--- src/rtl/thermometer_pkg.sv ---
// Shared types and helper functions for the thermometer-bar receiver.
package thermometer_pkg;

  typedef enum logic [1:0] {
    ST_IDLE,
    ST_SETTLE,
    ST_COMMIT
  } state_t;

  // Helpers operate on a fixed 64-bit container, so bars up to 63 bits wide are supported.
  localparam int MAX_WIDTH = 63;

  function automatic int level_width(input int width);
    return $clog2(width + 1);
  endfunction

  function automatic logic is_thermometer(input logic [MAX_WIDTH:0] p);
    return (p & (p + 64'd1)) == '0;
  endfunction

  function automatic int popcount(input logic [MAX_WIDTH:0] p);
    int n;
    n = 0;
    for (int i = 0; i <= MAX_WIDTH; i++) n += int'(p[i]);
    return n;
  endfunction

endpackage

--- src/rtl/bus_synchronizer.sv ---
// Two-flop synchronizer for a multi-bit bus.
// Each bit is synchronized on its own; bits can land on different edges.
module bus_synchronizer #(
  parameter int WIDTH = 24
) (
  input  logic             clock,
  input  logic             reset_n,
  input  logic [WIDTH-1:0] bus,
  output logic [WIDTH-1:0] sync1,
  output logic [WIDTH-1:0] sync2
);

  always_ff @(posedge clock or negedge reset_n) begin
    if (!reset_n) begin
      sync1 <= '0;
      sync2 <= '0;
    end else begin
      sync1 <= bus;
      sync2 <= sync1;
    end
  end

endmodule

--- src/rtl/thermometer_decoder.sv ---
// Receives an asynchronous thermometer-coded fill bar, debounces and validates it,
// then reports the decoded level and counts full-to-empty wrap events.
module thermometer_decoder
  import thermometer_pkg::*;
#(
  parameter int WIDTH         = 24,
  parameter int STABLE_CYCLES = 4,
  parameter int LEVEL_W       = level_width(WIDTH)
) (
  input  logic               clock,
  input  logic               reset_n,
  input  logic [WIDTH-1:0]   io_bar,
  output logic [LEVEL_W-1:0] level,
  output logic               level_valid,
  output logic               code_error,
  output logic [7:0]         wrap_count,
  output logic               full,
  output logic               empty
);

  localparam int CNT_W = $clog2(STABLE_CYCLES + 1);
  localparam logic [CNT_W-1:0]   CNT_MAX    = CNT_W'(STABLE_CYCLES);
  localparam logic [LEVEL_W-1:0] LEVEL_FULL = LEVEL_W'(WIDTH);

  logic [WIDTH-1:0]   sync1;
  logic [WIDTH-1:0]   sync2;
  logic [WIDTH-1:0]   acc;
  logic [WIDTH-1:0]   cand;
  logic [CNT_W-1:0]   stab_cnt;
  logic [CNT_W-1:0]   cnt_next;
  logic               cand_legal;
  logic [LEVEL_W-1:0] cand_level;
  state_t             state;

  bus_synchronizer #(.WIDTH(WIDTH)) u_sync (
    .clock   (clock),
    .reset_n (reset_n),
    .bus     (io_bar),
    .sync1   (sync1),
    .sync2   (sync2)
  );

  // sync1 is the value sync2 takes next, so comparing them counts how long sync2 has held.
  always_comb begin
    cnt_next = '0;
    if (sync1 == sync2) begin
      cnt_next = (stab_cnt == CNT_MAX) ? CNT_MAX : stab_cnt + CNT_W'(1);
    end
  end

  always_ff @(posedge clock or negedge reset_n) begin
    if (!reset_n) stab_cnt <= '0;
    else          stab_cnt <= cnt_next;
  end

  assign cand_legal = is_thermometer(64'(cand));
  assign cand_level = LEVEL_W'(popcount(64'(cand)));

  // Commit is decided one edge early from cnt_next so outputs land STABLE_CYCLES+2 edges after the input.
  always_ff @(posedge clock or negedge reset_n) begin
    if (!reset_n) begin
      state       <= ST_IDLE;
      acc         <= '0;
      cand        <= '0;
      level       <= '0;
      level_valid <= 1'b0;
      code_error  <= 1'b0;
      wrap_count  <= '0;
    end else begin
      level_valid <= 1'b0;
      case (state)
        ST_IDLE, ST_SETTLE: begin
          if (sync2 == acc) begin
            state <= ST_IDLE;
          end else if (cnt_next == CNT_MAX) begin
            state <= ST_COMMIT;
            cand  <= sync2;
          end else begin
            state <= ST_SETTLE;
          end
        end
        ST_COMMIT: begin
          acc <= cand;
          if (cand_legal) begin
            if ((level == LEVEL_FULL) && (cand_level == '0)) begin
              wrap_count <= wrap_count + 8'd1;
            end
            level       <= cand_level;
            level_valid <= 1'b1;
            code_error  <= 1'b0;
          end else begin
            code_error <= 1'b1;
          end
          state <= ST_IDLE;
        end
        default: state <= ST_IDLE;
      endcase
    end
  end

  assign full  = (level == LEVEL_FULL);
  assign empty = (level == '0);

endmodule

--- config.mk ---
export PLATFORM = sky130hd
export DESIGN_NAME = thermometer_decoder
export DESIGN_NICKNAME = d
export VERILOG_FILES = /design/src/rtl/thermometer_pkg.sv /design/src/rtl/bus_synchronizer.sv /design/src/rtl/thermometer_decoder.sv
export SDC_FILE = /design/constraint.sdc
export NUM_CORES = 1
export LEC_CHECK = 0
export BUFFER_PORTS_ARGS = -buffer_cell sky130_fd_sc_hd__buf_2
export CAP_MARGIN = 20
export CORE_MARGIN = 2
export CORE_UTILIZATION = 55
export DETAILED_ROUTE_END_ITERATION = 10
export PLACE_DENSITY = 0.81
export SYNTH_ARGS = -nofsm -noshare
export SYNTH_HDL_FRONTEND = slang
export SYNTH_HIERARCHICAL = 1
export SYNTH_SLANG_ARGS = --single-unit
--- constraint.sdc ---
create_clock -name clock -period 6.6 [get_ports clock]
set_input_delay 0.66 -clock clock [delete_from_list [all_inputs] [get_ports clock]]
set_output_delay 0.66 -clock clock [all_outputs]
set_load 0.05 [all_outputs]
### Word level (Yosys, flattened, before mapping)

Index checks and enable logic that the tools add are counted.
W data, S select, Z words.

| word-level totals | value |
|---|---|
| register bits | 116 |
| bits of input ports | 26 |
| output and inout port bits | 17 |

| operators by class | value |
|---|---|
| add/subtract/negate cells | 26 |
| equality and inequality tests | 7 |
| muxes and demuxes | 8 |
| bitwise gates (word level) | 2 |
| reductions and logical operators | 9 |

Operator list:

| operator | count |
|---|---|
| $add A5 B1 Y5 | 19 |
| $logic_not A64 Y1 | 1 |
| $eq A24 B24 Y1 | 2 |
| $add A24 B1 Y25 const B | 1 |
| $and A24 B25 Y25 | 1 |
| $logic_not A5 Y1 | 2 |
| $add A8 B1 Y8 const B | 1 |
| $eq A3 B3 Y1 const B | 2 |
| $mux W2 | 3 |
| $mux W3 | 2 |
| $reduce_and A3 Y1 | 2 |
| $add A4 B1 Y5 | 1 |
| $eq A5 B5 Y1 const B | 1 |
| $add A3 B1 Y4 | 1 |
| $add A2 B1 Y3 | 1 |
| $add A3 B1 Y3 const B | 1 |
| $mux W1 | 3 |
| $add A1 B1 Y2 | 1 |
| $eq A2 B1 Y1 const B | 1 |
| $eq A2 B2 Y1 const B | 1 |
| $logic_not A2 Y1 | 1 |
| $reduce_and A2 Y1 | 1 |
| $reduce_or A2 Y1 | 1 |
| $logic_and A1 B1 Y1 | 1 |
| $not A1 Y1 | 1 |

### Depth between registers and ports, before layout

| depth | value |
|---|---|
| depth in word-level cells | 26 |
| depth in mapped cells | 18 |
| depth with buffers taken out | 17 |

### Cells and area by module

Netlist, hierarchy kept.

By module, submodules not included:

| module | times used | cells each | area each (um^2) |
|---|---|---|---|
| thermometer_decoder | 1 | 402 | 4010.1 |
| bus_synchronizer | 1 | 48 | 1201.2 |

### Least setup slack after synthesis

No wires, ideal clock.

| timing | value |
|---|---|
| kind | register -> register |
| start | register cand[0] |
| end | register wrap_count[1] |
| setup time | 125 ps |
| data arrival time | 4657 ps |
| data required time | 6475 ps |
| setup slack | 1818 ps |
| cell stages (with the launch flop) | 17 |
| clock period less this slack | 4782 ps |
| path through | dfrtp_1 > inv_1 > fa_1 > fa_1 > fa_1 > fa_1 > fa_1 > inv_1 > ha_1 > inv_1 > fa_1 > xnor2_1 > nor3b_1 > nor4bb_1 > and4_1 > buf_6 > mux2_2 |

| on the way | value |
|---|---|
| longest elaborated chain between the ends | 26 |
| elaborated cells between the ends (all ways) | 29 |

Ends and longest elaborated chain:

| element | RTL line | source |
|---|---|---|
| from (decl) | thermometer_decoder.sv:28 | `logic [WIDTH-1:0] cand;` |
| from (signal assigned) | thermometer_decoder.sv:77 | `cand <= sync2;` |
| $add A1 B1 Y2 | thermometer_pkg.sv:24 | `for (int i = 0; i <= MAX_WIDTH; i++) n += int'(p[i]);` |
| $add A2 B1 Y3 | thermometer_pkg.sv:24 |  |
| $add A3 B1 Y4 | thermometer_pkg.sv:24 |  |
| $add A4 B1 Y5 | thermometer_pkg.sv:24 |  |
| $add A5 B1 Y5 (19 in series) | thermometer_pkg.sv:24 |  |
| $logic_not A5 Y1 | thermometer_decoder.sv:85 | `if ((level == LEVEL_FULL) && (cand_level == '0)) begin` |
| $logic_and A1 B1 Y1 | thermometer_decoder.sv:85 |  |
| $reduce_and A3 Y1 (no line) (*) | -- |  |
| to (signal assigned) | thermometer_decoder.sv:86 | `wrap_count <= wrap_count + 8'd1;` |
| to (decl) | thermometer_decoder.sv:16 | `output logic [7:0] wrap_count,` |

Every way passes the cells marked *; elsewhere a longest branch is shown, timed or not.
A chain may end at the register's enable or synchronous reset.

### Worst setup path in the final report

| timing | value |
|---|---|
| start | register cand[3] |
| end | register wrap_count[1] |

| on the way | value |
|---|---|
| longest elaborated chain between the ends | 24 |
| elaborated cells between the ends (all ways) | 27 |

Ends and longest elaborated chain:

| element | RTL line |
|---|---|
| $add A3 B1 Y4 | thermometer_pkg.sv:24 |
| $add A4 B1 Y5 | thermometer_pkg.sv:24 |
| $add A5 B1 Y5 (19 in series) | thermometer_pkg.sv:24 |
| $logic_not A5 Y1 | thermometer_decoder.sv:85 |
| $logic_and A1 B1 Y1 | thermometer_decoder.sv:85 |
| $reduce_and A3 Y1 (no line) (*) | -- |

Marks and branches as above.

==> load_flow_metrics.sql <==
INSERT INTO impl_metrics (metric_group, metric, value, unit) VALUES
('power', 'peak_supply_drop', '0.313', 'mV'),
('floorplan', 'dieWidth', '101', 'um'),
('logic_synthesis', 'synth_top_flop_cell', 'dfrtp_1', ''),
('grt', 'global_route.usage.total', '25.4', '%'),
('power', 'p_leak', '0.00286', 'uW'),
('critical_path', 'worstSetupEndpointType', 'register', ''),
('cts', 'tritoncts_num_sinks', '116', ''),
('logic_synthesis', 'synth.ff_latch_count', '116', ''),
('cts', 'cts-root-buf', 'clkbuf_8', ''),
('cts', 'cts_hold_buf', '0', ''),
('power', 'comb_power_share', '2.5', '%'),
('critical_path', 'critical_path_required', '7010', 'ps'),
('cts', 'cts_buffer_depth', '2', ''),
('floorplan', 'io_pins', '43', ''),
('logic_synthesis', 'synth_enable_flop_cells', '0', ''),
('logic_synthesis', 'synth.cell_area', '5210', 'sq um'),
('critical_path', 'critPathKind', 'register to register', ''),
('logic_synthesis', 'synthesis.nets', '504', ''),
('critical_path', 'worstPathArrival', '5740', 'ps'),
('power', 'pwr-share-seq', '41.8', '%'),
('place', 'hpwl', '8000', 'um'),
('power', 'clk_pwr_share', '55.7', '%'),
('logic_synthesis', 'postSynthCellCount', '450', ''),
('run', 'maxCapViolCount', '0', ''),
('power', 'p_int', '1390', 'uW'),
('worst_hold_path', 'min_path_type', 'input pin to async pin', ''),
('place', 'dpl-instance-area', '5540', 'sq um'),
('detailed_routing', 'vias', '3568', ''),
('timing', 'post-route-min-period', '5340', 'ps'),
('logic_synthesis', 'netlist-cell-type-count', '43', ''),
('timing', 'worst_pin_slew', '924', 'ps'),
('final_layout', 'layout_overhead_on_the_synthesized_area', '18.6', '%'),
('timing', 'worst_clock_skew', '6.47', 'ps'),
('timing', 'achievable-frequency', '0.187', 'GHz'),
('logic_synthesis', 'synth_top_area_share', '55.7', '%'),
('detailed_routing', 'drt_first_iter_violations', '234', ''),
('logic_synthesis', 'synth_top_area_cells', 'dfrtp_1, xnor2_1, fa_1', ''),
('timing', 'hold_violations', '0', ''),
('cts', 'tritoncts', 'done', ''),
('place', 'place.port_buffers', '42', ''),
('logic_synthesis', 'post-synth-top-area-cell', 'dfrtp_1', ''),
('critical_path', 'crit_fanout', '8', ''),
('logic_synthesis', 'synth_commonest_cells', 'dfrtp_1, nand2_1, o21ai_0', ''),
('cts', 'worst_setup_hold_path_clk_slew', '60', 'ps'),
('floorplan', 'floorplan.initialDensity', '56.7', '%'),
('final_layout', 'numnets_final', '557', ''),
('logic_synthesis', 'avg_inst_size_synth', '11.6', 'sq um'),
('floorplan', 'placeableCoreArea', '9200', 'sq um'),
('final_layout', 'fraction_of_final_layout_cells_sized_beyond_drive_strength_1', '19.2', '%'),
('timing', 'setup_violations', '0', ''),
('detailed_routing', 'wl', '11500', 'um'),
('timing', 'fin_hold_ws', '105', 'ps'),
('floorplan', 'die_height', '101', 'um'),
('timing', 'min_period_over_period', '80.8', '%'),
('logic_synthesis', 'most_numerous_cell_in_the_yosys_netlist', 'dfrtp_1', ''),
('detailed_routing', 'wire_per_inst', '18.4', 'um'),
('detailed_routing', 'drt_antenna_net_count', '0', ''),
('floorplan', 'fp-row-count', '35', ''),
('grt', 'antenna_violations_before_repair', '0', ''),
('timing', 'max-slew-margin-rel', '38.4', '%'),
('grt', 'grt_first_pass_wirelength', '19200', 'um'),
('timing', 'rsz0062_at_grt', 'false', ''),
('cts', 'htree_num_levels', '4', ''),
('grt', 'grt_max_degree', '78', ''),
('detailed_routing', 'drc', '0', ''),
('floorplan', 'die_area', '10300', 'sq um'),
('grt', 'vias_in_the_first_global_route', '3753', ''),
('logic_synthesis', 'sequential_area_share_after_synthesis', '55.7', '%'),
('grt', 'gr-total-overflow', '0', ''),
('status', 'outcome', 'finished, final reports clean', ''),
('detailed_routing', 'viasPerCell', '5.69', '');
critical path: stages (launching register included):
cell	delay, ps
dfrtp_1	440
inv_1	110
fa_1	480
fa_1	550
fa_1	450
fa_1	560
fa_1	410
inv_1	70
ha_1	160
inv_1	60
fa_1	400
xnor2_1	160
nor3b_1	200
nor4bb_1	390
and4_1	410
mux2_2	370
final timing paths:
path | startpoint | endpoint | cells after the start | slack [ps]
max in group asynchronous | reset_n | u_sync/sync2[22] | 2 | 5170
setup reg to reg | cand[3] | wrap_count[1] | 15 | 1260
setup / recovery | cand[3] | wrap_count[1] | 15 | 1260
min in group clock | io_bar[18] | u_sync/sync1[18] | 1 | 240
hold reg to reg | u_sync/sync1[0] | u_sync/sync2[0] | 0 | 390
hold / removal | reset_n | wrap_count[5] | 1 | 100
cell usage in the layout (no fill, tap or decap), types with 2 or more instances in the layout:
cell type | netlist | final
clkbuf_8 | 0 | 3
o21a_1 | 2 | 2
fa_1 | 17 | 17
nor4_1 | 9 | 9
o21ai_0 | 47 | 47
nand3_1 | 7 | 7
bufinv_16 | 0 | 4
nor2_1 | 10 | 10
nor3_1 | 6 | 6
nand2_1 | 51 | 51
nand4_1 | 16 | 16
nand2b_1 | 2 | 2
a21oi_1 | 4 | 4
xor2_1 | 18 | 18
ha_1 | 11 | 11
buf_4 | 0 | 4
mux2_2 | 13 | 13
dfrtp_1 | 116 | 116
inv_6 | 0 | 4
clkinv_4 | 0 | 4
a22oi_1 | 2 | 2
xnor2_1 | 40 | 40
inv_1 | 45 | 45
buf_2 | 1 | 41
clkbuf_16 | 0 | 16
and3_1 | 3 | 3
layout make-up:
type / instances / area (sq um)
clock inverter: 13 / 195
clock buffer: 19 / 442
sequential: 116 / 2900
fill: 644 / 3020
inverter: 45 / 169
tap: 111 / 139
multi-input combinational: 278 / 2100
timing repair buffer: 45 / 235
cell families after synthesis:
| group | after synthesis | share of synthesized area, % |
|---|---|---|
| AO/OA/AOI/OAI | 61 | 6.55 |
| XOR/XNOR | 58 | 9.75 |
| adder cells (fa/ha/maj) | 28 | 9.17 |
| buffers and inverters | 56 | 4.20 |
| flip-flops | 116 | 55.7 |
| multiplexers | 14 | 3.00 |
| AND/OR/NAND/NOR | 117 | 11.6 |
routing by layer:
| metal | up-vias | wire length [um] | track usage, % |
|---|---|---|---|
| li1 | 1604 | - | - |
| met1 | 1788 | 4640 | 31.9 |
| met2 | 143 | 5920 | 42.5 |
| met3 | 33 | 644 | 7.11 |
| met4 | 0 | 304 | 9.25 |
| met5 | - | 0 | 0 |
per-stage QoR:
stage | power [uW] | setup WS, ps | cells | util (%)
2_1_floorplan | 769 | 1820 | 450 | -
3_3_place_gp | 797 | 1540 | 595 | 60.3
3_5_place_dp | 800 | 1280 | 595 | 60.3
4_1_cts | 1780 | 1280 | 627 | 67.2
5_1_grt | 1830 | 1020 | 627 | 67.2
6_report | 1780 | 1260 | 627 | 67.2
registers in the layout, indices dropped and copies added, names as in the netlist:
signal,flops
acc,24
cand,24
code_error,1
level,5
level_valid,1
stab_cnt,3
state,2
u_sync/sync1,24
u_sync/sync2,24
wrap_count,8
power groups by stage:
stage                     Combinational [uW]  Sequential (uW)  Clock [uW]
final                                   44.6              743         988
after global routing                    50.7              744        1030
after global placement                  43.4              754           0
after CTS                               46.1              742         995
after floorplan                         18.3              750           0
after detailed placement                44.9              755           0
Note: power is estimated with default switching activity, not from simulation.
